[src/rtl/rs_pkg.sv]
// Shared widths and entry layout for the reservation station slice.
// The package constants are the single source for the struct field widths.
package rs_pkg;

    localparam int DATA_W = 32;
    localparam int ROB_W  = 3;
    localparam int OP_W   = 4;

    typedef struct packed {
        logic                     busy;
        logic signed [DATA_W-1:0] v_i;
        logic signed [DATA_W-1:0] v_j;
        logic [ROB_W-1:0]         q_i;
        logic [ROB_W-1:0]         q_j;
        logic                     i_ready;
        logic                     j_ready;
        logic [OP_W-1:0]          opcode;
        logic [ROB_W-1:0]         rob_idx;
    } rs_entry_t;

    function automatic int idx_width(input int n);
        return (n > 1) ? $clog2(n) : 1;
    endfunction

endpackage

[src/rtl/rs_select_oldest.sv]
// Combinational picker: among ready entries, grants the one with the largest age.
// Ages are unique among busy entries, so no tie-break is needed.
module rs_select_oldest #(
    parameter int N_ENTRIES = 4,
    parameter int AGE_W     = 2,
    parameter int IDX_W     = 2
) (
    input  logic [N_ENTRIES-1:0]            ready,
    input  logic [N_ENTRIES-1:0][AGE_W-1:0] age,
    output logic                            grant_valid,
    output logic [IDX_W-1:0]                grant_idx
);

    logic [AGE_W-1:0] best_age;

    always_comb begin
        grant_valid = 1'b0;
        grant_idx   = '0;
        best_age    = '0;
        for (int i = 0; i < N_ENTRIES; i++) begin
            if (ready[i] && (!grant_valid || age[i] > best_age)) begin
                grant_valid = 1'b1;
                grant_idx   = IDX_W'(i);
                best_age    = age[i];
            end
        end
    end

endmodule

[src/rtl/reservation_station_core.sv]
// Single-issue reservation station: buffers dispatched ops and issues the oldest
// ready one to the FU each cycle it is free. All outputs except rs_free are registered.
module reservation_station_core #(
    parameter int N_ENTRIES = 4,
    parameter int DATA_W    = rs_pkg::DATA_W,
    parameter int ROB_W     = rs_pkg::ROB_W,
    parameter int OP_W      = rs_pkg::OP_W
) (
    input  logic                     clk_in,
    input  logic                     rst_in,
    input  logic                     valid_input_in,
    input  logic                     fu_busy_in,
    input  logic [ROB_W-1:0]         Q_i_in,
    input  logic [ROB_W-1:0]         Q_j_in,
    input  logic signed [DATA_W-1:0] V_i_in,
    input  logic signed [DATA_W-1:0] V_j_in,
    input  logic [ROB_W-1:0]         rob_idx_in,
    input  logic [OP_W-1:0]          opcode_in,
    input  logic                     i_ready_in,
    input  logic                     j_ready_in,
    output logic signed [DATA_W-1:0] rval1_out,
    output logic signed [DATA_W-1:0] rval2_out,
    output logic [OP_W-1:0]          opcode_out,
    output logic [ROB_W-1:0]         rob_idx_out,
    output logic                     rs_free_for_input_out,
    output logic                     rs_output_valid_out
);

    import rs_pkg::*;

    localparam int IDX_W = idx_width(N_ENTRIES);
    // Age = number of younger busy entries, so it never exceeds N_ENTRIES-1.
    localparam int AGE_W = IDX_W;

    rs_entry_t                      entries [N_ENTRIES];
    logic [N_ENTRIES-1:0][AGE_W-1:0] age_q;
    logic [N_ENTRIES-1:0]           ready;
    logic [IDX_W-1:0]               free_idx;
    logic                           grant_valid;
    logic [IDX_W-1:0]               grant_idx;
    logic [AGE_W-1:0]               issued_age;
    logic                           do_alloc;
    logic                           do_issue;
    rs_entry_t                      new_entry;

    always_comb begin
        rs_free_for_input_out = 1'b0;
        free_idx              = '0;
        for (int i = N_ENTRIES - 1; i >= 0; i--) begin
            ready[i] = entries[i].busy & entries[i].i_ready & entries[i].j_ready;
            if (!entries[i].busy) begin
                rs_free_for_input_out = 1'b1;
                free_idx              = IDX_W'(i);
            end
        end
    end

    rs_select_oldest #(
        .N_ENTRIES (N_ENTRIES),
        .AGE_W     (AGE_W),
        .IDX_W     (IDX_W)
    ) u_select (
        .ready       (ready),
        .age         (age_q),
        .grant_valid (grant_valid),
        .grant_idx   (grant_idx)
    );

    assign do_alloc   = valid_input_in & rs_free_for_input_out;
    assign do_issue   = ~fu_busy_in & grant_valid;
    assign issued_age = age_q[grant_idx];

    always_comb begin
        new_entry         = '0;
        new_entry.busy    = 1'b1;
        new_entry.v_i     = V_i_in;
        new_entry.v_j     = V_j_in;
        new_entry.q_i     = Q_i_in;
        new_entry.q_j     = Q_j_in;
        new_entry.i_ready = i_ready_in;
        new_entry.j_ready = j_ready_in;
        new_entry.opcode  = opcode_in;
        new_entry.rob_idx = rob_idx_in;
    end

    always_ff @(posedge clk_in) begin
        if (rst_in) begin
            for (int i = 0; i < N_ENTRIES; i++) entries[i] <= '0;
            age_q               <= '0;
            rval1_out           <= '0;
            rval2_out           <= '0;
            opcode_out          <= '0;
            rob_idx_out         <= '0;
            rs_output_valid_out <= 1'b0;
        end else begin
            rs_output_valid_out <= do_issue;
            if (do_issue) begin
                rval1_out   <= entries[grant_idx].v_i;
                rval2_out   <= entries[grant_idx].v_j;
                opcode_out  <= entries[grant_idx].opcode;
                rob_idx_out <= entries[grant_idx].rob_idx;
                entries[grant_idx].busy <= 1'b0;
            end
            // Older survivors close the gap left by the issued entry.
            for (int i = 0; i < N_ENTRIES; i++) begin
                if (entries[i].busy)
                    age_q[i] <= age_q[i] + AGE_W'(do_alloc)
                                - AGE_W'(do_issue && (age_q[i] > issued_age));
            end
            if (do_alloc) begin
                entries[free_idx] <= new_entry;
                age_q[free_idx]   <= '0;
            end
        end
    end

endmodule

[config.mk]
export PLATFORM = sky130hd
export DESIGN_NAME = reservation_station_core
export DESIGN_NICKNAME = d
export VERILOG_FILES = /design/src/rtl/rs_pkg.sv /design/src/rtl/rs_select_oldest.sv /design/src/rtl/reservation_station_core.sv
export SDC_FILE = /design/constraint.sdc
export NUM_CORES = 1
export LEC_CHECK = 0
export CORE_MARGIN = 1.5
export CORE_UTILIZATION = 60
export CTS_CLUSTER_DIAMETER = 60
export DETAILED_ROUTE_END_ITERATION = 7
export PLACE_DENSITY_LB_ADDON = 0.08
export SLEW_MARGIN = 15
export SYNTH_ARGS = -nofsm -noshare
export SYNTH_HDL_FRONTEND = slang
export SYNTH_SLANG_ARGS = --single-unit
[constraint.sdc]
create_clock -name clk_in -period 12.08 [get_ports clk_in]
set_input_delay 2.416 -clock clk_in [delete_from_list [all_inputs] [get_ports clk_in]]
set_output_delay 2.416 -clock clk_in [all_outputs]
set_load 0.01 [all_outputs]
======== Yosys cells after proc, flatten, opt, wreduce, memory -nomap -nowiden ========
Memory sizes are Yosys's and may differ from the RTL's. A register that Yosys moved wholly into a read port is not among the register bits.
Cells that the tools add are included.
cells by class
  $add $sub $neg .......................... 8
  multipliers ............................. 0
  div/mod/pow operators ................... 0
  order comparisons ....................... 10
  eq/ne operators ......................... 0
  shifts and indexed selects .............. 0
  multiplexer cells ....................... 45
  bitwise gates (word level) .............. 13
  reduce and logical (&&, ||, !) cells .... 16
operator list
  cell                                                                                 number
  80-bit two-way mux                                                                   2
  80-bit OR reduction                                                                  2
  2-bit two-way mux                                                                    22
  1-bit two-way mux                                                                    18
  2-bit > comparator                                                                   7
  1-bit bitwise AND                                                                    10
  2-bit by 1-bit adder with 2-bit output                                               4
  8-bit bitwise AND                                                                    1
  1-bit logical AND                                                                    8
  8-bit two-way mux                                                                    1
  8-bit inverter                                                                       1
  2-bit by 1-bit subtractor with 2-bit output                                          4
  2-bit by 3-bit less-than comparator with 1-bit output, second input constant         2
  2-bit binary-select mux with 2-bit select                                            1
  2-bit demux with 2-bit select                                                        1
  1-bit logical NOT                                                                    3
  1-bit logical OR                                                                     3
  2-bit by 1-bit greater-or-equal comparator with 1-bit output, second input constant  1
  1-bit inverter                                                                       1
word-level totals
  register bits ........................... 9
  latch bits .............................. 0
  RAM bits ................................ 320
  bits in read-only memories .............. 0
  bits of input ports ..................... 83
  output and inout port bits .............. 73
  logic and storage cells ................. 98
  memories ................................ 1
memory list
  memory   depth  width  rd ports  clocked after memory_dff  write ports  line                            source
  entries  4      80     5         1                         4            reservation_station_core.sv:35  rs_entry_t entries [N_ENTRIES];

======== Longest topological paths before layout ========
Gate-level depths: netlist of the first run.
An unclocked memory read counts as a cell.
  depth in word-level cells ............... 25
  depth in mapped cells ................... 36
  depth with buffers taken out ............ 31

======== Modules after synthesis ========
From an unflattened synthesis of the first run, not the netlist that was laid out.
unflattened totals
  cells, all modules ...................... 1164
  area total of the unflattened synthesis .. 16046.6 µm²
by module, submodules not included
  module                    times used  cells each  area each (µm²)  sequential area each (µm²)
  reservation_station_core  1           1128        15788.9          10450.0
  rs_select_oldest          1           36          257.7            0.0

======== Least setup slack after synthesis of the first run ========
OpenSTA, ideal clock, no wires.
  path kind ............................... input -> register
  start ................................... input valid_input_in
  end ..................................... memory entries[2][0] (netlist name) (enable)
  setup time .............................. 0.617 ns
  arrival time ............................ 7.994 ns
  data required time ...................... 11.463 ns
  path slack .............................. 3.468 ns
  cell stages on the path ................. 2
  path buffers ............................ 0
  cells stage by stage .................... inv_1 -> o31ai_1
RTL lines
  what                line                            source
  start: declaration  reservation_station_core.sv:11  input logic valid_input_in,
  end: declaration    reservation_station_core.sv:35

==> flow_summary.ini, run 1 <==
[clocking]
htree_levels = 2
cts_tree = built
clkTransAtPathRegs_ns = 0.06
cts_resized = 0
cts_buffers = 39
clock-sinks = 376
post_cts_buffers = 0
clockBufferDepth = 3
cts.hold.buffers_added = 0
root_buffer = clkbuf_16
clkLatencyLatePin_ns = 0.53

[global_route]
grt_max_degree = 77
grt_usage = 0.249
antenna_found_initial = 1
overflow = 0
grt_pass1_wl_mm = 53.0
grt_pass1_vias = 9788

[sta]
skew_ns = 0.0198
min_period_ns = 7.16
worst_slew_pin_slew_ns = 1.07
rsz0062_at_grt = false
min_period_over_period = 0.593
hold_viol_final = 0
final-setup-viol-count = 0
fmax_ghz = 0.140
slew_violations = 0
setup_slack_ns = 4.92
slew_headroom = 0.285
finalSetupTns_ns = 0

[run_status]
status = complete, but fails checks
violations = DRC

[synth]
synth_xor_area_frac = 0.00438
synthCells = 1171
synth_common_cells = 293 x and2_1, 292 x edfxtp_1, 89 x nor2_1
yosysMostFrequentCell = and2_1
synth.area.mux_share = 0.0482
async_reset_ff_frac = 0
synth_edf_count = 292
synth_fa_ha_area_frac = 0.0141
synth_cell_types = 47
yosys-top-cells-area = edfxtp_1 55%, and2_1 11%, dfxtp_1 11%
yosys.area.top_type = edfxtp_1
syn_nets = 1272
ys_seq_elements = 376
yosysTopAreaCellShare = 0.548
ys.flop_type = edfxtp_1
synthSimpleGateAreaFrac = 0.148
synth_top_family_by_area = simple AND/OR/NAND/NOR gates
synth_compound_area_frac = 0.0970
yosysSeqAreaShare = 0.653
yosysWarnings = 0
syn-cell-area_um2 = 16000
syn_area_per_cell_um2 = 13.7

[floorplanning]
die_w_um = 166
core_um2 = 26100
die_y_um = 166
io_pins = 156
num_rows = 59
initial_utilization = 0.612
die-area_um2 = 27700

[worst_setup_path]
start_kind = flop
worst_ep_required_time_ns = 12.45
worstPathArrival_ns = 7.53
cp-end-kind = flop
cpPeakStageDelay_ns = 0.64
cp_num_buf_inv = 1
crit_top_cell = ha_1
cp_max_fo = 30
critPathTopFamily = compound AO/OA/AOI/OAI gates
path_class = flop to flop
slowest_stage = a21bo_4

[final_layout]
finalNonFillerCells = 1661
multiInputGateArea_um2 = 5090
syn_to_final_growth_pct = 17.4
finalInstanceArea_um2 = 18800
drive_gt1_frac = 0.0664
final_nets = 1398
fillers = 1794
seq_area_um2 = 10500

[min_path]
hp-class = flop to flop

[detailed_routing]
routed-via-count = 9760
routed_wl_mm = 34.3
wire_per_inst_um = 20.7
dr.pass1.iters = 7
first_iter_violations = 691
vias_per_cell = 5.88
drtAntennaViolNets = 0
drc = 40

[place]
dp_cells = 1591
dpl_cell_area_um2 = 17600
gp_congestion = 0.790
dp_slack_ns = 4.97
dp_hpwl_mm = 18.4
io_buffers = 149

[power_and_ir_drop]
p_leak_uw = 0.00748
p_per_area_nw_per_um2 = 143
ir_worst_vdd_mv = 0.119
power_uw = 2690

[flow_run]
cap_violations = 0
-- worst paths after layout --
kind,start,end,slack (ns),depth (start not counted)
worst max-delay path,entries[0][79],age_q[3],4.92,28
worst min-delay path,entries[3][21],rval2_out[6],0.46,1
worst max register to register,entries[0][79],age_q[3],4.92,28
worst min register to register,entries[3][21],rval2_out[6],0.46,1
-- kinds of logic (layout without fill, tap and decap cells) --
logic type,after synthesis,in the layout
simple gates,413,413
flops,376,376
xor+xnor,8,8
other cells,0,1
buf+inv,97,251
mux,77,77
compound gates,182,182
fa+ha+maj,18,18
-- layout make-up --
cell class,count,share of cell area
timing repair buffer,168,0.0870
multi-input combinational,698,0.271
clock inverter,15,0.00353
inverter,14,0.00293
antenna,1,0.000133
sequential,376,0.556
tap,335,0.0223
clock buffer,54,0.0571
-- routing by layer --
layer	up-vias	global-route usage	part of all wire
met5	-	0	0
met4	0	0.0921	0.025
met3	60	0.0467	0.060
met2	269	0.425	0.49
met1	4865	0.318	0.42
li1	4566	-	-
-- registers in the layout, indices dropped and copies added, names as in the netlist --
name and cells:
rob_idx_out 3, age_q 8, rval2_out 32, entries 296, opcode_out 4, rval1_out 32
rs_output_valid_out 1
-- report_power, final --
part / internal (µW) / leakage, µW / total, µW / switching, µW
registers: 1450 / 0.00374 / 1470 / 18.1
clock network: 617 / 0.000558 / 1090 / 468
logic: 52.1 / 0.00318 / 132 / 79.7
-- metrics by stage --
stage                     hold WS, ns  utilization
final                           0.462        0.719
after global routing            0.472        0.719
after global placement          0.450        0.675
after detailed placement        0.455        0.675
after floorplan                 0.449            -
after CTS                       0.463        0.719
-- worst register-to-register path, delay by kind of cell (launching register included) --
| family | cells | cell delay [ns] |
|---|---|---|
| buf+inv | 1 | 0.06 |
| simple gates | 8 | 1.16 |
| compound gates | 10 | 2.94 |
| xor+xnor | 2 | 0.30 |
| mux | 1 | 0.44 |
| fa+ha+maj | 6 | 1.53 |
| flops | 1 | 0.59 |
-- layout by cell type, fill, tap and decap left out, types with 2 or more instances in the layout --
| cell type | n |
|---|---|
| o31ai_4 | 3 |
| clkdlybuf4s50_1 | 149 |
| nor2_1 | 88 |
| clkbuf_16 | 39 |
| o21ai_4 | 2 |
| inv_1 | 12 |
| buf_4 | 19 |
| a211oi_1 | 72 |
| xor2_1 | 5 |
| o21ai_0 | 7 |
| nand2_1 | 11 |
| clkbuf_1 | 11 |
| xnor2_1 | 3 |
| a221o_1 | 71 |
| edfxtp_1 | 292 |
| and2_1 | 293 |
| a21oi_1 | 7 |
| clkinv_1 | 11 |
| clkbuf_8 | 4 |
| ha_1 | 18 |
| dfxtp_1 | 84 |
| o21a_1 | 2 |
| mux2i_1 | 76 |
| nor2b_1 | 4 |
| nor3_2 | 3 |
| nor3_4 | 2 |
| nand4_1 | 2 |
| clkinv_2 | 4 |
| o31ai_1 | 6 |
| and3_1 | 3 |
| a2bb2oi_1 | 2 |
Note: power is estimated with default switching activity, not from simulation.
==> run 2: changes to the inputs <==
CORE_UTILIZATION = 52   (was 60)
clock period = 6.2 ns   (was 12.08 ns; I/O delays follow)
==> flow_summary.ini, run 2 (synthesis gave the netlist of run 1 again) <==
[run_status]
status = finished, final reports clean

[detailed_routing]
routed-via-count = 9626
drtAntennaViolNets = 0
vias_per_cell = 5.55
first_iter_violations = 623
dr.pass1.iters = 4
routed_wl_mm = 35.5
wire_per_inst_um = 20.5
drc = 0

[clocking]
clockBufferDepth = 3
post_cts_buffers = 0
cts_tree = built
htree_levels = 2
cts_buffers = 41
clock-sinks = 376
root_buffer = clkbuf_16
cts.hold.buffers_added = 0
cts_resized = 1
clkLatencyLatePin_ns = 0.53
clkTransAtPathRegs_ns = 0.06

[sta]
worst_slew_pin_slew_ns = 1.12
slew_violations = 0
skew_ns = 0.0127
final-setup-viol-count = 0
hold_viol_final = 0
slew_headroom = 0.255
rsz0062_at_grt = false
min_period_over_period = 0.927
min_period_ns = 5.75
fmax_ghz = 0.174
holdWs_ns = 0.468

[final_layout]
top_regs = entries (296), rval1_out (32), rval2_out (32)
finalNonFillerCells = 1734
final_nets = 1405
syn_to_final_growth_pct = 20.2
largest_reg_flops = 296
fin_util = 0.632
final_common_cell = and2_1
finalInstanceArea_um2 = 19200
drive_gt1_frac = 0.0868
final_cell_mix = 293 x and2_1, 292 x edfxtp_1, 149 x clkdlybuf4s50_1, 88 x nor2_1, 84 x dfxtp_1
top_register = entries

[global_route]
grtUsageMet2 = 0.396
grt_util_met1 = 0.300
grt_pass1_vias = 9626
top_usage_layer = met2
antenna_found_initial = 1
grt_usage = 0.229
grt_pass1_wl_mm = 55.0
use_met3 = 0.0416
grt_max_degree = 81
overflow = 0

[power_and_ir_drop]
ir_worst_vdd_mv = 0.227
p_leak_uw = 0.00767
p_per_area_nw_per_um2 = 295

[worst_setup_path]
cp-end-kind = flop
reg2reg_from = entries[0][8]
cp_max_fo = 8
cp-endpoint = age_q[3]
r2r_end = age_q[3]
worstPathArrival_ns = 6.13
worst_ep_required_time_ns = 6.59
path_class = flop to flop
crit_top_cell = ha_1
rrSetupSlack_ns = 0.45
slowest_stage = o31ai_2
cpPeakStageDelay_ns = 0.40
start_kind = flop
rr_worst_depth = 29
critical_path.startpoint = entries[0][8]

[min_path]
hp-class = flop to flop

[floorplanning]
io_pins = 156
die_w_um = 178
die_y_um = 178
core_um2 = 30400
initial_utilization = 0.526
die-area_um2 = 31800
num_rows = 64

[flow_run]
cap_violations = 0

[place]
io_buffers = 149
gp_congestion = 0.808
dpl_cell_area_um2 = 17800
dp_cells = 1657
dp_hpwl_mm = 19.2
## run 2: cell count changes in the layout (fill, tap and decap cells not counted), moves of 2 or more
cell and change:
a2bb2oi_1 -2, a2bb2oi_2 +2, buf_12 +2, buf_4 +3, bufinv_16 +6, clkbuf_1 -3
clkbuf_16 +4, clkinv_1 -9, clkinv_2 +6
## run 2: worst max-delay path: cells and delay by family (launching register included)
| kind | cells | cell delay [ns] |
|---|---|---|
| adders and majority gates | 6 | 1.55 |
| xor gates and xnor gates | 2 | 0.27 |
| DFF | 1 | 0.33 |
| and+or+nand+nor | 10 | 1.35 |
| buffers and inverters | 1 | 0.05 |
| AOI/OAI and AO/OA | 10 | 2.03 |
## run 2: worst min path at each step
| stage | startpoint | end | slack, ns | cells after the start |
|---|---|---|---|---|
| final | entries[3][42] | rval2_out[27] | 0.47 | 1 |
| after global routing | entries[3][42] | rval2_out[27] | 0.48 | 1 |
| after CTS | entries[3][42] | rval2_out[27] | 0.46 | 1 |
| after detailed placement | entries[3][25] | rval2_out[10] | 0.46 | 1 |
| after global placement | entries[3][50] | rval1_out[3] | 0.45 | 1 |
| after floorplan | entries[3][47] | rval1_out[0] | 0.45 | 1 |
## run 2: metrics by stage
step | setup WS, ns | total power (µW) | setup TNS (ns)
after floorplan | -1.24 | 3060 | -346.26
after global placement | 0.185 | 3180 | 0
after detailed placement | 0.00895 | 3190 | 0
after CTS | 0.0407 | 5730 | 0
after global routing | 0.0352 | 5860 | 0
final | 0.455 | 5680 | 0
## run 2: cell type report
class	instances	area (µm²)
Antenna cell	1	2.50
Clock buffer	55	1160
Sequential cell	376	10500
Tap cell	396	495
Multi-Input combinational cell	698	5110
Clock inverter	21	270
Fill cell	2386	11200
Timing Repair Buffer	173	1700
Inverter	14	55.1
## run 2: power breakdown
group | internal (µW) | leakage [µW] | switching (µW) | total (µW)
sequential | 2830 | 0.00374 | 31.2 | 2860
combinational | 105 | 0.00322 | 160 | 264
clock | 1570 | 0.000709 | 980 | 2550
total | 4510 | 0.00767 | 1170 | 5680
## run 2: metal layers
layer | wire (µm) | vias to the layer above
li1 | - | 4588
met1 | 15500 | 4788
met2 | 17600 | 211
met3 | 1900 | 39
met4 | 505 | 0
met5 | 0 | -
